`src/rtl/serial_word_receiver_pkg.sv`:
```
// Shared definitions for the serial word receiver.
//   WORD_W  : width of the collected parallel word
//   CNT_W   : width of the bit counter (counts 0..WORD_W-1, wraps on the last bit)
//   state_t : receiver FSM state encoding
package serial_word_receiver_pkg;

  localparam int WORD_W = 32;
  localparam int CNT_W  = 5;

  typedef enum logic [1:0] {
    IDLE  = 2'b00,
    SHIFT = 2'b01,
    HOLD  = 2'b10
  } state_t;

endpackage

```
`src/rtl/serial_word_receiver_bit_counter.sv`:
```
// bit_counter: frame bit counter for the serial word receiver.
//   clk   : system clock, rising edge
//   reset : asynchronous active-low reset
//   clr   : restart the count (a new frame begins this cycle)
//   en    : a bit is accepted this cycle
//   cnt   : bits accepted so far in the current frame
//   last  : this cycle accepts the final bit of a word (count wraps to 0)
module bit_counter
  import serial_word_receiver_pkg::*;
(
  input  logic             clk,
  input  logic             reset,
  input  logic             clr,
  input  logic             en,
  output logic [CNT_W-1:0] cnt,
  output logic             last
);

  always_ff @(posedge clk or negedge reset) begin
    if (!reset) begin
      cnt <= '0;
    end else if (clr) begin
      // A restart that also carries a valid bit counts that bit as bit 1.
      cnt <= en ? CNT_W'(1) : '0;
    end else if (en) begin
      cnt <= cnt + 1'b1;
    end
  end

  // A clearing cycle can never be a completion: the restart wins.
  assign last = en && !clr && (cnt == '1);

endmodule

```
`src/rtl/serial_word_receiver.sv`:
```
// serial_word_receiver: collects WORD_W serial bits (MSB first) into a parallel
// word and offers it to a consumer with a valid/ready handshake.
//   clk       : system clock, rising edge
//   reset     : asynchronous active-low reset
//   start     : begin a new frame (discarding any partial frame)
//   sin       : serial data bit
//   sin_valid : sin carries a valid bit this cycle
//   p_out     : last completed word; the first received bit is p_out[WORD_W-1]
//   out_valid : p_out holds a word not yet taken by the consumer
//   out_ready : consumer accepts p_out
//   busy      : a frame is being collected
//   bit_cnt   : bits accepted in the current frame
//   overrun   : sticky; a start arrived while a word was still waiting
//
// state | meaning
// IDLE  | waiting for start
// SHIFT | collecting bits of a frame
// HOLD  | complete word on p_out, waiting for out_ready
module serial_word_receiver #(
  parameter int WORD_W = 32
) (
  input  logic                                  clk,
  input  logic                                  reset,
  input  logic                                  start,
  input  logic                                  sin,
  input  logic                                  sin_valid,
  output logic [WORD_W-1:0]                     p_out,
  output logic                                  out_valid,
  input  logic                                  out_ready,
  output logic                                  busy,
  output logic [serial_word_receiver_pkg::CNT_W-1:0] bit_cnt,
  output logic                                  overrun
);

  import serial_word_receiver_pkg::*;

  state_t state;
  state_t state_nxt;

  // Only the most recent WORD_W-1 bits are kept: the final bit of a word
  // goes straight from sin into p_out, so a full-width register is not needed.
  logic [WORD_W-2:0] shreg;

  logic take_start;
  logic cnt_en;
  logic cnt_last;
  logic word_done;

  // A start is honoured everywhere except in HOLD while the word is still
  // unaccepted; there it only raises overrun.
  assign take_start = start && ((state != HOLD) || out_ready);
  assign cnt_en     = sin_valid && (take_start || (state == SHIFT));
  assign word_done  = (state == SHIFT) && cnt_last;

  bit_counter u_bit_counter (
    .clk   (clk),
    .reset (reset),
    .clr   (take_start),
    .en    (cnt_en),
    .cnt   (bit_cnt),
    .last  (cnt_last)
  );

  // State register
  always_ff @(posedge clk or negedge reset) begin
    if (!reset) begin
      state <= IDLE;
    end else begin
      state <= state_nxt;
    end
  end

  // Next-state logic
  always_comb begin
    state_nxt = state;
    case (state)
      IDLE: begin
        if (start) begin
          state_nxt = SHIFT;
        end
      end
      SHIFT: begin
        if (start) begin
          state_nxt = SHIFT;
        end else if (word_done) begin
          state_nxt = HOLD;
        end
      end
      HOLD: begin
        if (out_ready) begin
          state_nxt = start ? SHIFT : IDLE;
        end
      end
      default: begin
        state_nxt = IDLE;
      end
    endcase
  end

  // Output decode
  always_comb begin
    busy      = 1'b0;
    out_valid = 1'b0;
    case (state)
      SHIFT:   busy      = 1'b1;
      HOLD:    out_valid = 1'b1;
      default: begin
        busy      = 1'b0;
        out_valid = 1'b0;
      end
    endcase
  end

  // Data path
  always_ff @(posedge clk or negedge reset) begin
    if (!reset) begin
      shreg   <= '0;
      p_out   <= '0;
      overrun <= 1'b0;
    end else begin
      if (take_start) begin
        shreg <= sin_valid ? {{(WORD_W-2){1'b0}}, sin} : '0;
      end else if ((state == SHIFT) && sin_valid) begin
        shreg <= {shreg[WORD_W-3:0], sin};
      end

      if (word_done) begin
        p_out <= {shreg, sin};
      end

      if ((state == HOLD) && !out_ready && start) begin
        overrun <= 1'b1;
      end
    end
  end

endmodule

```
`config.mk`:
```
export PLATFORM = sky130hd
export DESIGN_NAME = serial_word_receiver
export DESIGN_NICKNAME = d
export VERILOG_FILES = /design/src/rtl/serial_word_receiver_pkg.sv /design/src/rtl/serial_word_receiver_bit_counter.sv /design/src/rtl/serial_word_receiver.sv
export SDC_FILE = /design/constraint.sdc
export NUM_CORES = 1
export LEC_CHECK = 0
export BUFFER_PORTS_ARGS = -buffer_cell sky130_fd_sc_hd__buf_2
export CORE_UTILIZATION = 53
export CTS_CLUSTER_DIAMETER = 120
export DETAILED_ROUTE_END_ITERATION = 10
export PLACE_DENSITY = 0.75
export SYNTH_ARGS = -nofsm -noshare
export SYNTH_HDL_FRONTEND = slang
export SYNTH_SLANG_ARGS = --single-unit
```
`constraint.sdc`:
```
create_clock -name clk -period 2.3 [get_ports clk]
set_input_delay 0 -clock clk [delete_from_list [all_inputs] [get_ports clk]]
set_output_delay 0 -clock clk [all_outputs]
set_load 0.02 [all_outputs]
```
Yosys cells after proc, flatten, opt, wreduce, memory -nomap -nowiden
Cells that the tools add are included.
Cells by class
  reductions and logical operators: 16
  multiplexer cells: 14
  equal/unequal tests: 7
  $add $sub $neg: 1
Operator list (number)
  2-to-1 mux 31 bit: 2
  2-to-1 mux 5 bit: 2
  logical AND 1 bit: 8
  2-to-1 mux 2 bit: 4
  != test 2 bit (second input constant): 3
  case mux 2 bit (3 select lines): 1
  adder 5 x 1 -> 5 bit (second input constant): 1
  equality test 5 bit (second input constant): 1
  2-to-1 mux 1 bit: 5
  nonzero test 2 bit: 2
  != test 3 bit (second input constant): 1
  AND reduction 3 bit: 1
  equality test 2 x 1 -> 1 bit (second input constant): 1
  equality test 2 bit (second input constant): 1
  zero test 1 bit: 2
  zero test 2 bit: 1
  logical OR 1 bit: 2
Storage, ports and cells
  output and inout port bits: 40
  bits of input ports: 6
  word-level logic and storage cells: 43
  flip-flop bits (word level): 71

Depth between registers and ports, before layout
Gate-level depths: netlist (run 1).
  word-level depth: 11
  mapped depth: 6
  depth with buffers taken out: 6

Modules after synthesis
Synthesis (run 1) repeated with hierarchy kept, for this count alone.
Second synthesis, totals
  cells, all modules: 244
  area total of the unflattened synthesis: 2981.6 µm²
By module, submodules not included
  serial_word_receiver: cells an instance 220, area an instance 2695.1 µm², instances 1, sequential area each 1651.6 µm²
  bit_counter: cells an instance 24, area an instance 286.5 µm², instances 1, sequential area each 125.1 µm²

Worst setup path before layout (run 1)
Ideal clock, no wire load.
  kind: reg2reg
  start: register u_bit_counter.cnt[0]
  end: register p_out[10]
  data arrival time: 1.681 ns
  slack: 0.494 ns
  data required time: 2.175 ns
  cell stages (with the launch flop): 7
  library setup time: 0.125 ns
  buffers on the path: 1
  period minus slack after synthesis: 1.806 ns
  cell sequence: dfrtp_1 > ha_1 > and3_1 > ha_1 > nand3_4 > buf_6 > mux2_4
Between the ends
  cells in the longest elaborated chain, start to end: 3
Ends and longest elaborated chain
  from (decl): RTL line serial_word_receiver_bit_counter.sv:15  | output logic [CNT_W-1:0] cnt,
  from (signal assigned): RTL line serial_word_receiver_bit_counter.sv:24  | cnt <= en ? CNT_W'(1) : '0;
  from (signal assigned): RTL line serial_word_receiver_bit_counter.sv:26  | cnt <= cnt + 1'b1;
  equality test 5 bit: RTL line serial_word_receiver_bit_counter.sv:31  | assign last = en && !clr && (cnt == '1);
  logical AND 1 bit: RTL line serial_word_receiver_bit_counter.sv:31
  logical AND 1 bit: RTL line serial_word_receiver.sv:53  | assign word_done = (state == SHIFT) && cnt_last;
  to (signal assigned): RTL line serial_word_receiver.sv:128  | p_out <= {shreg, sin};
  to (decl): RTL line serial_word_receiver.sv:27  | output logic [WORD_W-1:0] p_out,
Every way passes these cells.
A chain may end at the register's enable or synchronous reset.

Worst setup path after layout (run 1)
  start: register u_bit_counter.cnt[0]
  end: register p_out[30]
Same word-level chain as after synthesis.

==> qor.log, run 1 <==
INFO  run_status     outcome=completed
INFO  clock_tree     cts_resizes=0
INFO  logic_synthesis cell_count_after_synthesis=246
INFO  clock_tree     clock_transition_at_the_registers_of_the_reported_paths=0.07ns
INFO  logic_synthesis number_of_synthesis_warnings=0
INFO  floorplanning  floorplan.rows=27
INFO  global_routing grt_pass1_vias=1961
INFO  global_routing antenna_violations_before_repair=0
INFO  worst_setup_path r2r_setup_slack=0.39ns
INFO  timing         timing.final.ws_setup=0.3888ns
INFO  worst_setup_path setup.worst_path.start_class=register
INFO  timing         fin_crit_sh=83.10%
INFO  timing         finalCriticalPeriod=1.911ns
INFO  timing         worst_clock_skew=0.01302ns
INFO  clock_tree     root_buffer=sky130_fd_sc_hd__clkbuf_8
INFO  logic_synthesis yosysUniqueCellTypes=27
INFO  floorplanning  die_height=78.38um
INFO  detailed_routing drtPass1Iterations=4
INFO  worst_setup_path cp_data_arrival_time=2.13ns
INFO  detailed_routing detailroute.via_count=1973
INFO  worst_setup_path cp-end-kind=register
INFO  layout         post_layout_nets=305
INFO  placed_design  weighted_congestion_at_the_end_of_routability_driven_global_placement=0.7303
INFO  worst_setup_path crit_path_max_fanout=18
INFO  detailed_routing post_drt_via_cell_ratio=5.275
INFO  logic_synthesis synth_seq_cells=71
INFO  global_routing globalRoute.totalOverflow=0
INFO  worst_setup_path crit_required=2.52ns
INFO  floorplanning  die-area=0.006143sqmm
INFO  detailed_routing detail-route-antenna-nets=0
INFO  worst_setup_path path_common_cell=sky130_fd_sc_hd__ha_1
INFO  pwr            vdd_ir_drop_max=359.6uV
INFO  clock_tree     post_cts_buffers=0
INFO  timing         fmaxAchievable=523.2MHz
INFO  global_routing grt_use_total=20.62%
INFO  layout         n_antenna_cell=0
INFO  timing         hold_viol=0
INFO  pwr            sequentialPowerShare=51.4%
INFO  clock_tree     htree_num_levels=3
INFO  timing         final_max_slew_viol_count=0
INFO  pwr            combinational_fraction_of_design_power=4.3%
INFO  worst_setup_path crit_buf_inv=1
INFO  pwr            power.internal=1.919mW
INFO  timing         finalSetupViolCount=0
INFO  min_path       timing.hold.worst.start=start
INFO  worst_setup_path crit_chain=ha_1 -> and3_1 -> ha_1 -> nand3_4 -> buf_4 -> mux2_4
INFO  clock_tree     cts_inserted_buffers=9
INFO  placed_design  dp_worst_setup_slack=0.3869ns
INFO  floorplanning  die_w=78.38um
INFO  floorplanning  ios=46
INFO  layout         final_common_cell=sky130_fd_sc_hd__dfrtp_1
INFO  pwr            power_switching=536.0uW
INFO  detailed_routing wire_per_inst=14.83um
INFO  worst_setup_path crit_path_cell_count=6
INFO  min_path       hold_path_class=primary input to register
INFO  timing         worstMarginPinSlew=0.8558ns
INFO  min_path       min_delay_path_depth=3
INFO  pwr            cellPowerDensity=681.5mW/mm^2
INFO  logic_synthesis portion_of_the_post_synthesis_area_used_by_sequential_elements=57.47%
INFO  layout         drive_above_1_share=43.71%
INFO  layout         fill_cells=448
INFO  logic_synthesis synth.avg_cell_area=12.57squm
INFO  pwr            leakage=1.818nW
INFO  job            max-cap-violations=0
INFO  detailed_routing initialDrtViolationCount=188
INFO  logic_synthesis synthesis.nets=254
INFO  detailed_routing detail_route.wirelength=5.548mm
INFO  logic_synthesis synthesis.area=0.003092sqmm
INFO  clock_tree     holdBufCountCts=5
INFO  layout         area_growth=16.51%
INFO  timing         relSlewSlack=42.94%
INFO  clock_tree     ctsLongestPathBuffers=2
INFO  global_routing grt_first_pass_wirelength=9.604mm
INFO  clock_tree     clock-sinks=71
INFO  clock_tree     clk-insertion-delay-late=0.33ns
INFO  floorplanning  core_region_area=0.005574sqmm
INFO  worst_setup_path crit-reg2reg-launch=u_bit_counter.cnt[0]
INFO  detailed_routing drc=0
INFO  worst_setup_path timing.rr.end=p_out[30]
INFO  worst_setup_path crit_path_top_delay_cell=sky130_fd_sc_hd__dfrtp_1
INFO  placed_design  dpl.hpwl=3.414mm
INFO  worst_setup_path r2r_worst_path_depth=6
INFO  pwr            clock_power_share=44.3%
INFO  worst_setup_path crit_family=adder cells
INFO  min_path       timing.hold.worst_endpoint=state[0]
INFO  global_routing grt_max_degree=72
INFO  floorplanning  initial_utilization=55.47%
INFO  layout         top_library_cells_by_usage_in_the_layout_fill_and_taps_aside=sky130_fd_sc_hd__dfrtp_1, sky130_fd_sc_hd__nand2_1, sky130_fd_sc_hd__buf_2
INFO  worst_setup_path timing_worst_setup_path_type=register to register
INFO  timing         timing.setup.tns=0ns
INFO  placed_design  port_buffers=45
INFO  timing         grt_setup_unrepaired=no
INFO  worst_setup_path cp_slowest_stage_delay=0.43ns
INFO  pwr            power.share.switching=21.83%
INFO  clock_tree     clock_tree_from_tritoncts=done
area by class of cell:
class	count	area (sq um)	share of cell area, %
well taps	72	90.09	2.501
flip-flops and latches	71	1777	49.32
clock inverters	6	83.83	2.327
inverters	2	7.507	0.2084
clock buffers	10	137.6	3.821
repair buffers	55	312.8	8.684
multi-input cells	158	1194	33.14
flip-flops by register name, indices dropped and copies added (netlist names):
| register | cells |
|---|---|
| overrun | 1 |
| p_out | 32 |
| shreg | 31 |
| state | 2 |
| u_bit_counter.cnt | 5 |
power groups by stage:
stage	sequential, mW	clock, mW	combinational, mW
floorplan	1.29	0	0.0568
global placement	1.29	0	0.101
detailed placement	1.29	0	0.101
CTS	1.26	1.11	0.108
global route	1.26	1.16	0.118
finish	1.26	1.09	0.106
worst reg2reg max path: stages (launching register included):
cell and delay [ns]:
sky130_fd_sc_hd__dfrtp_1 0.43, sky130_fd_sc_hd__ha_1 0.23, sky130_fd_sc_hd__and3_1 0.18, sky130_fd_sc_hd__ha_1 0.22, sky130_fd_sc_hd__nand3_4 0.09, sky130_fd_sc_hd__buf_4 0.31
sky130_fd_sc_hd__mux2_4 0.35
logic make-up after synthesis:
logic type,share of synthesized area [%]
flops,57.47
simple gates,11.29
fa+ha+maj,0.8093
mux,15.54
buf+inv,3.926
compound gates,10.97
per-stage QoR:
stage	util (%)	hold WS (ns)	power [mW]	std cells	area, sq um
after floorplan	-	-0.2956	1.348	246	3092
final	64.62	0.04195	2.455	374	3602
after global routing	64.62	0.05875	2.539	374	3602
after CTS	64.62	0.02432	2.476	374	3602
after global placement	59.75	0.2515	1.387	353	3331
after detailed placement	59.75	0.2488	1.388	353	3331
routing by layer:
layer | vias to the layer above | track usage [%] | share of wire [%]
li1 | 928 | - | -
met5 | - | 0 | 0
met2 | 48 | 31.49 | 47
met4 | 0 | 9.444 | 1.9
met1 | 987 | 28.76 | 48
met3 | 10 | 3.721 | 3.4
synth_stat cells (all sizes together):
cell type,instances,area (sq um)
dfrtp,71,1777
nand2,69,259.0
a21oi,36,292.8
mux2,33,480.5
buf,11,98.85
clkbuf,4,15.01
ha,2,25.02
inv,2,7.510
nand3,2,22.52
nor2b,2,12.51
o21ai,2,10.01
o22ai,2,12.51
or3,2,12.51
a21boi,1,7.510
and2,1,8.760
and3,1,6.260
and3b,1,8.760
nand3b,1,7.510
o21bai,1,7.510
o22a,1,8.760
or3b,1,11.26
worst max-delay path by stage:
stage,slack (ns),end,from
floorplan,0.49,p_out[10],u_bit_counter.cnt[0]
global placement,0.45,p_out[14],u_bit_counter.cnt[0]
global route,0.30,p_out[0],u_bit_counter.cnt[0]
CTS,0.37,p_out[0],u_bit_counter.cnt[0]
finish,0.39,p_out[30],u_bit_counter.cnt[0]
detailed placement,0.39,p_out[30],u_bit_counter.cnt[0]
Power figures use the tool's default switching activity.
==> inputs of run 2 (changes only) <==
--- a/config.mk
+++ b/config.mk
@@ -6,7 +6,7 @@
 export NUM_CORES = 1
 export LEC_CHECK = 0
 export BUFFER_PORTS_ARGS = -buffer_cell sky130_fd_sc_hd__buf_2
-export CORE_UTILIZATION = 53
+export CORE_UTILIZATION = 51
 export CTS_CLUSTER_DIAMETER = 120
 export DETAILED_ROUTE_END_ITERATION = 10
 export PLACE_DENSITY = 0.75
==> constraint.sdc (replaced) <==
create_clock -name clk -period 1.7 [get_ports clk]
set_input_delay 0 -clock clk [delete_from_list [all_inputs] [get_ports clk]]
set_output_delay 0 -clock clk [all_outputs]
set_load 0.02 [all_outputs]
==> run 2 against run 1 <==
Critical path depth is the same. Design area increased by 4.3%. Clock skew decreased by 0.0057 ns. Global-route usage down 0.44 points. Clock power grew 8%. Register-to-register slack got worse by 0.36 ns. Critical endpoint is now p_out[5]. Largest cell class unchanged. Largest power group unchanged.
==> qor.log, run 2 (synthesized netlist as in run 1, its figures left out) <==
INFO  global_routing grt_pass1_vias=1937 [-1.2%]
INFO  floorplanning  floorplan.rows=27 [unchanged]
INFO  floorplanning  core_region_area=0.005675sqmm [+1.8%]
INFO  placed_design  port_buffers=45 [unchanged]
INFO  worst_setup_path critical_path.endpoint=p_out[5]
INFO  timing         final_max_slew_viol_count=0 [unchanged]
INFO  clock_tree     root_buffer=sky130_fd_sc_hd__clkbuf_8
INFO  clock_tree     htree_num_levels=3 [unchanged]
INFO  placed_design  placedInstanceArea=0.003436sqmm [+3.2%]
INFO  timing         fmaxAchievable=599.5MHz [+15%]
INFO  global_routing antenna_violations_before_repair=0 [unchanged]
INFO  detailed_routing detail-route-antenna-nets=0 [unchanged]
INFO  detailed_routing wire_per_inst=15.48um [+4.4%]
INFO  clock_tree     clock-sinks=71 [unchanged]
INFO  timing         worstMarginPinSlew=0.3474ns [-0.5084 ns]
INFO  clock_tree     ctsLongestPathBuffers=2 [unchanged]
INFO  min_path       hold_path_class=primary input to register
INFO  floorplanning  ios=46 [unchanged]
INFO  run_status     outcome=completed
INFO  layout         post_layout_nets=317 [+3.9%]
INFO  timing         finalCriticalPeriod=1.668ns [-0.2432 ns]
INFO  job            max-cap-violations=0 [unchanged]
INFO  timing         finalSetupViolCount=0 [unchanged]
INFO  worst_setup_path crit_required=1.93ns [-0.59 ns]
INFO  detailed_routing post_drt_via_cell_ratio=5.316 [+0.77%]
INFO  floorplanning  die_height=79.86um [+1.9%]
INFO  pwr            leakage=1.886nW [+3.7%]
INFO  detailed_routing detailroute.via_count=2052 [+4.0%]
INFO  worst_setup_path crit-reg2reg-launch=u_bit_counter.cnt[0]
INFO  layout         biggestRegsByFlops=p_out: 32 flops, shreg: 31 flops, u_bit_counter.cnt: 5 flops
INFO  layout         regMostFlops=p_out
INFO  detailed_routing drtPass1Iterations=4 [unchanged]
INFO  clock_tree     cts_inserted_buffers=9 [unchanged]
INFO  placed_design  weighted_congestion_at_the_end_of_routability_driven_global_placement=0.7339 [+0.49%]
INFO  worst_setup_path crit_path_max_fanout=7 [-11]
INFO  timing         worst_clock_skew=0.007298ns [-0.005719 ns]
INFO  layout         stdcell_area=0.003757sqmm [+4.3%]
INFO  global_routing grt_use_total=20.18% [-0.44 points]
INFO  global_routing grt_first_pass_wirelength=9.501mm [-1.1%]
INFO  worst_setup_path r2r_setup_slack=0.03ns [-0.36 ns]
INFO  worst_setup_path critical_path.startpoint=u_bit_counter.cnt[0]
INFO  detailed_routing detail_route.wirelength=5.977mm [+7.7%]
INFO  pwr            cellPowerDensity=816.0mW/mm^2 [+20%]
INFO  layout         final-instance-count-excl-fill=386 [+3.2%]
INFO  clock_tree     clock_transition_at_the_registers_of_the_reported_paths=0.07ns [about the same]
INFO  placed_design  dpl.hpwl=3.853mm [+13%]
INFO  timing         grt_setup_unrepaired=yes
INFO  worst_setup_path setup.worst_path.start_class=register
INFO  pwr            vdd_ir_drop_max=411.5uV [+14%]
INFO  clock_tree     clock_tree_from_tritoncts=done
INFO  placed_design  number_of_placed_instances_taps_included=361 [+2.3%]
INFO  detailed_routing initialDrtViolationCount=150 [-20%]
INFO  layout         top_library_cells_by_usage_in_the_layout_fill_and_taps_aside=sky130_fd_sc_hd__nand2_1, sky130_fd_sc_hd__dfrtp_1, sky130_fd_sc_hd__buf_2
INFO  worst_setup_path timing.rr.end=p_out[5]
INFO  global_routing globalRoute.totalOverflow=0 [unchanged]
INFO  timing         hold_viol=0 [unchanged]
INFO  worst_setup_path cp_data_arrival_time=1.89ns [-0.24 ns]
INFO  global_routing grt_max_degree=33 [-54%]
INFO  clock_tree     clk-insertion-delay-late=0.34ns [about the same]
INFO  timing         fin_crit_sh=98.11% [+15 points]
INFO  timing         relSlewSlack=76.84% [+34 points]
INFO  floorplanning  die-area=0.006378sqmm [+3.8%]
INFO  floorplanning  die_w=79.86um [+1.9%]
INFO  worst_setup_path cp-end-kind=register
INFO  floorplanning  initial_utilization=54.48% [-0.99 points]
INFO  layout         n_antenna_cell=0 [unchanged]
INFO  layout         largest_register_ffs=32 [unchanged]
INFO  layout         drive_above_1_share=47.45% [+3.7 points]
INFO  detailed_routing drc=0 [unchanged]
INFO  layout         area_growth=21.53%
INFO  layout         final_core_utilization=66.20% [+1.6 points]
INFO  worst_setup_path r2r_worst_path_depth=6 [unchanged]
INFO  worst_setup_path timing_worst_setup_path_type=register to register
## run 2: cell types whose count changed in the layout (fill, tap and decap cells not counted), moves of 2 or more
cell,change
sky130_fd_sc_hd__buf_4,+6
sky130_fd_sc_hd__bufinv_16,-2
sky130_fd_sc_hd__ha_1,-2
sky130_fd_sc_hd__dfrtp_2,+2
sky130_fd_sc_hd__clkbuf_16,+2
sky130_fd_sc_hd__ha_4,+2
sky130_fd_sc_hd__buf_12,+3
sky130_fd_sc_hd__dfrtp_1,-2
## run 2: critical path, stage by stage, from the launching register on
cell	delay [ns]
sky130_fd_sc_hd__dfrtp_2	0.43
sky130_fd_sc_hd__ha_4	0.16
sky130_fd_sc_hd__and3_4	0.18
sky130_fd_sc_hd__ha_4	0.16
sky130_fd_sc_hd__nand3_4	0.14
sky130_fd_sc_hd__clkbuf_16	0.20
sky130_fd_sc_hd__mux2_4	0.30
## run 2: report_power, final
part / switching (mW) / total, mW / internal (mW)
Combinational: 0.116 / 0.176 / 0.0601
Sequential: 0.0100 / 1.71 / 1.70
Clock: 0.621 / 1.18 / 0.561
Total: 0.747 / 3.07 / 2.32
## run 2: cell type report
class / count / area [sq um]
fill: 418 / 1918
sequential: 71 / 1779
multi-input combinational: 158 / 1227
timing repair buffer: 67 / 479.2
clock buffer: 10 / 137.6
tap: 72 / 90.09
clock inverter: 6 / 36.28
inverter: 2 / 7.507
## run 2: worst min path at each step
stage | start | end | slack, ns | depth (start not counted)
2_1_floorplan | reset | overrun | -0.30 | 0
5_1_grt | start | overrun | 0.03 | 3
6_report | start | overrun | 0.04 | 3
3_5_place_dp | reset | p_out[11] | 0.01 | 2
4_1_cts | start | overrun | 0.04 | 3
3_3_place_gp | reset | p_out[12] | 0.02 | 2
## run 2: repair_timing
action                                  4_1_cts  5_1_grt
endpoints found under the setup margin        0       22
hold buffers                                  5        0
endpoints found under the hold margin        77        0
resized for setup                             0        4
setup buffers                                 0        1
## run 2: per-layer routing
metal / up-vias / wire length (um) / global-route usage (%)
met1: 1027 / 2818 / 27.06
li1: 956 / - / -
met2: 62 / 2798 / 30.34
met4: 0 / 82 / 9.643
met5: - / 0 / 0
met3: 7 / 277 / 5.371
## run 2: metrics by stage
| stage | setup slack [ns] | hold WS, ns | power (mW) | setup TNS (ns) |
|---|---|---|---|---|
| after floorplan | 0.005749 | -0.2956 | 1.825 | 0 |
| after global placement | 0.06627 | 0.01799 | 1.898 | 0 |
| after detailed placement | 0.03377 | 0.01386 | 1.903 | 0 |
| after CTS | 0.02175 | 0.03558 | 3.079 | 0 |
| after global routing | -0.01536 | 0.03389 | 3.188 | -0.04448 |
| final | 0.03205 | 0.04091 | 3.066 | 0 |
==> inputs of run 3 (changes only) <==
--- a/config.mk
+++ b/config.mk
@@ -5,11 +5,13 @@
 export SDC_FILE = /design/constraint.sdc
 export NUM_CORES = 1
 export LEC_CHECK = 0
+export ABC_AREA = 1
 export BUFFER_PORTS_ARGS = -buffer_cell sky130_fd_sc_hd__buf_2
-export CORE_UTILIZATION = 51
+export CORE_UTILIZATION = 50
 export CTS_CLUSTER_DIAMETER = 120
 export DETAILED_ROUTE_END_ITERATION = 10
-export PLACE_DENSITY = 0.75
+export PLACE_DENSITY = 0.74
+export SLEW_MARGIN = 20
 export SYNTH_ARGS = -nofsm -noshare
 export SYNTH_HDL_FRONTEND = slang
 export SYNTH_SLANG_ARGS = --single-unit
==> run 3 against run 2 <==
Sequential share of layout area grew 1.4 points. Critical path depth rose by 4. Worst setup slack improved by 0.044 ns. Critical path type unchanged. Largest cell class unchanged.
==> qor.log, run 3 <==
INFO  timing         relSlewSlack=73.93% [-2.9 points]
INFO  logic_synthesis number_of_synthesis_warnings=0 [unchanged]
INFO  detailed_routing detail_route.wirelength=6.567mm [+9.9%]
INFO  detailed_routing wire_per_inst=14.00um [-9.6%]
INFO  floorplanning  ios=46 [unchanged]
INFO  detailed_routing initialDrtViolationCount=207 [+38%]
INFO  job            max-cap-violations=0 [unchanged]
INFO  logic_synthesis portion_of_the_post_synthesis_area_used_by_sequential_elements=59.02% [+1.6 points]
INFO  logic_synthesis synth-main-ff-cell=sky130_fd_sc_hd__dfrtp_1
INFO  logic_synthesis synth.avg_cell_area=9.013squm [-28%]
INFO  layout         largest_register_ffs=32 [unchanged]
INFO  timing         finalSetupViolCount=0 [unchanged]
INFO  global_routing grt_pass1_vias=2321 [+20%]
INFO  pwr            vdd_ir_drop_max=591.8uV [+44%]
INFO  timing         timing.setup.tns=0ns [unchanged]
INFO  logic_synthesis synth_seq_cells=71 [unchanged]
INFO  placed_design  port_buffers=45 [unchanged]
INFO  layout         biggestRegsByFlops=p_out: 32 flops, shreg: 31 flops, u_bit_counter.cnt: 5 flops
INFO  floorplanning  floorplan.rows=27 [unchanged]
INFO  layout         n_antenna_cell=0 [unchanged]
INFO  min_path       hold_path_class=primary input to asynchronous set/reset pin
INFO  worst_setup_path crit-reg2reg-launch=u_bit_counter.cnt[0]
INFO  detailed_routing drc=0 [unchanged]
INFO  placed_design  placedInstanceArea=0.003296sqmm [-4.1%]
INFO  worst_setup_path cp_data_arrival_time=1.85ns [-0.04 ns]
INFO  clock_tree     clock_tree_from_tritoncts=done
INFO  floorplanning  die-area=0.006335sqmm [-0.66%]
INFO  clock_tree     clock_transition_at_the_registers_of_the_reported_paths=0.07ns [about the same]
INFO  timing         worst_clock_skew=0.007966ns [+0.0006686 ns]
INFO  layout         stdcell_area=0.003645sqmm [-3.0%]
INFO  logic_synthesis synth_async_sr_flop_share=100.0% [unchanged]
INFO  global_routing grt_first_pass_wirelength=10.85mm [+14%]
INFO  detailed_routing post_drt_via_cell_ratio=5.303 [-0.25%]
INFO  worst_setup_path critical_path.startpoint=u_bit_counter.cnt[0]
INFO  worst_setup_path crit_required=1.92ns [about the same]
INFO  logic_synthesis yosysUniqueCellTypes=20 [-26%]
INFO  worst_setup_path crit_path_max_fanout=8 [+1]
INFO  clock_tree     ctsLongestPathBuffers=2 [unchanged]
INFO  global_routing grt_use_total=22.40% [+2.2 points]
INFO  floorplanning  core_region_area=0.005642sqmm [-0.60%]
INFO  placed_design  dp_worst_setup_slack=-0.1390ns [-0.1728 ns]
INFO  worst_setup_path setup.worst_path.start_class=register
INFO  logic_synthesis synthesis.nets=342 [+35%]
INFO  floorplanning  die_height=79.60um [-0.33%]
INFO  global_routing antenna_violations_before_repair=0 [unchanged]
INFO  timing         worstMarginPinSlew=0.3910ns [+0.04358 ns]
INFO  global_routing globalRoute.totalOverflow=0 [unchanged]
INFO  timing         final_max_slew_viol_count=0 [unchanged]
INFO  detailed_routing detailroute.via_count=2487 [+21%]
INFO  logic_synthesis synth-edff-count=0 [unchanged]
INFO  pwr            cellPowerDensity=929.8mW/mm^2 [+14%]
INFO  layout         post_layout_nets=401 [+26%]
INFO  layout         top_library_cells_by_usage_in_the_layout_fill_and_taps_aside=sky130_fd_sc_hd__nand2_1, sky130_fd_sc_hd__dfrtp_1, sky130_fd_sc_hd__nor2_1
INFO  timing         finalCriticalPeriod=1.624ns [-0.04359 ns]
INFO  logic_synthesis post-synth-top-area-fraction=59.02% [+1.6 points]
INFO  pwr            design_power_total=3.389mW [+11%]
INFO  clock_tree     cts_inserted_buffers=9 [unchanged]
INFO  pwr            leakage=2.078nW [+10%]
INFO  worst_setup_path cp-end-kind=register
INFO  logic_synthesis synthMostInstantiatedCell=sky130_fd_sc_hd__nand2_1
INFO  layout         fill_cells=473 [+13%]
INFO  timing         fin_crit_sh=95.55% [-2.6 points]
INFO  placed_design  number_of_placed_instances_taps_included=441 [+22%]
INFO  layout         area_growth=21.07%
INFO  clock_tree     clock-sinks=71 [unchanged]
INFO  layout         final_core_utilization=64.60% [-1.6 points]
INFO  worst_setup_path timing_worst_setup_path_type=register to register
INFO  clock_tree     root_buffer=sky130_fd_sc_hd__clkbuf_8
INFO  timing         timing.final.ws_setup=0.07563ns [+0.04359 ns]
INFO  placed_design  dpl.hpwl=3.536mm [-8.2%]
INFO  logic_synthesis synthesis.area=0.003010sqmm [-2.6%]
INFO  timing         fmaxAchievable=615.6MHz [+2.7%]
INFO  timing         worst_hold_slack=0.2126ns [+0.1717 ns]
INFO  detailed_routing detail-route-antenna-nets=0 [unchanged]
INFO  floorplanning  die_w=79.60um [-0.33%]
INFO  layout         final_common_cell=sky130_fd_sc_hd__nand2_1
INFO  logic_synthesis netlist_top_cells_count=sky130_fd_sc_hd__nand2_1, sky130_fd_sc_hd__dfrtp_1, sky130_fd_sc_hd__nor2_1
INFO  layout         final-instance-count-excl-fill=469 [+22%]
INFO  floorplanning  initial_utilization=53.36% [-1.1 points]
INFO  detailed_routing drtPass1Iterations=4 [unchanged]
INFO  run_status     outcome=completed
INFO  global_routing grt_max_degree=72 [+120%]
INFO  layout         drive_above_1_share=21.91% [-26 points]
INFO  layout         regMostFlops=p_out
INFO  timing         hold_viol=0 [unchanged]
INFO  placed_design  weighted_congestion_at_the_end_of_routability_driven_global_placement=0.7401 [+0.84%]
INFO  logic_synthesis synth.top_cells.by_area=sky130_fd_sc_hd__dfrtp_1, sky130_fd_sc_hd__nand2_1, sky130_fd_sc_hd__nor2_1
INFO  clock_tree     clk-insertion-delay-late=0.34ns [about the same]
INFO  logic_synthesis cell_taking_the_most_area_after_synthesis=sky130_fd_sc_hd__dfrtp_1
INFO  clock_tree     htree_num_levels=3 [unchanged]
INFO  logic_synthesis cell_count_after_synthesis=334 [+36%]
## run 3: path summary, 6_finish.rpt
path	endpoint	slack (ns)	depth (start not counted)
max reg2reg	p_out[4]	0.08	10
min in group clk	shreg[0]	0.45	4
min	shreg[22]	0.21	3
max in group asynchronous	p_out[18]	1.18	3
min reg2reg	p_out[9]	0.47	2
max	p_out[4]	0.08	10
## run 3: kinds of logic after synthesis
logic type                 synth area share, %
and+or+nand+nor                          28.06
DFF                                      59.02
AOI/OAI and AO/OA                        6.068
buffers and inverters                    5.735
adders and majority gates               0.8311
xor gates and xnor gates                0.2910
## run 3: area by class of cell
class | count | area, sq um | area share (%)
flip-flops and latches | 71 | 1777 | 48.75
multi-input cells | 238 | 1115 | 30.59
repair buffers | 65 | 454.2 | 12.46
clock buffers | 11 | 131.4 | 3.605
well taps | 72 | 90.09 | 2.472
clock inverters | 4 | 47.55 | 1.304
inverters | 8 | 30.03 | 0.8239
## run 3: timing repair
item,in CTS,in global routing
cloned,1,2
hold buffers,5,0
buffers inserted,2,3
hold endpoints to repair,76,0
gates resized for setup,1,4
endpoints found under the setup margin,33,31
pin swaps,1,1
## run 3: worst max-delay path: stages, from the launching register on
cell and delay (ns):
sky130_fd_sc_hd__dfrtp_1 0.36, sky130_fd_sc_hd__ha_1 0.17, sky130_fd_sc_hd__nand2_1 0.06, sky130_fd_sc_hd__nor2_1 0.10, sky130_fd_sc_hd__ha_2 0.20, sky130_fd_sc_hd__inv_2 0.08, sky130_fd_sc_hd__nor2_8 0.14, sky130_fd_sc_hd__buf_12 0.15
sky130_fd_sc_hd__nand2_4 0.10, sky130_fd_sc_hd__nand2_1 0.09, sky130_fd_sc_hd__nand2_1 0.06
## run 3: power by group
part           switching (mW)  internal, mW  total, mW
clock network           0.594         0.666       1.26
logic                   0.207         0.106      0.313
registers              0.0565          1.76       1.82
## run 3: metal layers
metal | vias to the layer above | track usage [%] | part of all wire, %
met3 | 14 | 3.771 | 3.9
met4 | 0 | 10.55 | 2.2
li1 | 1192 | - | -
met1 | 1210 | 29.60 | 44
met2 | 71 | 35.90 | 50
met5 | - | 0 | 0
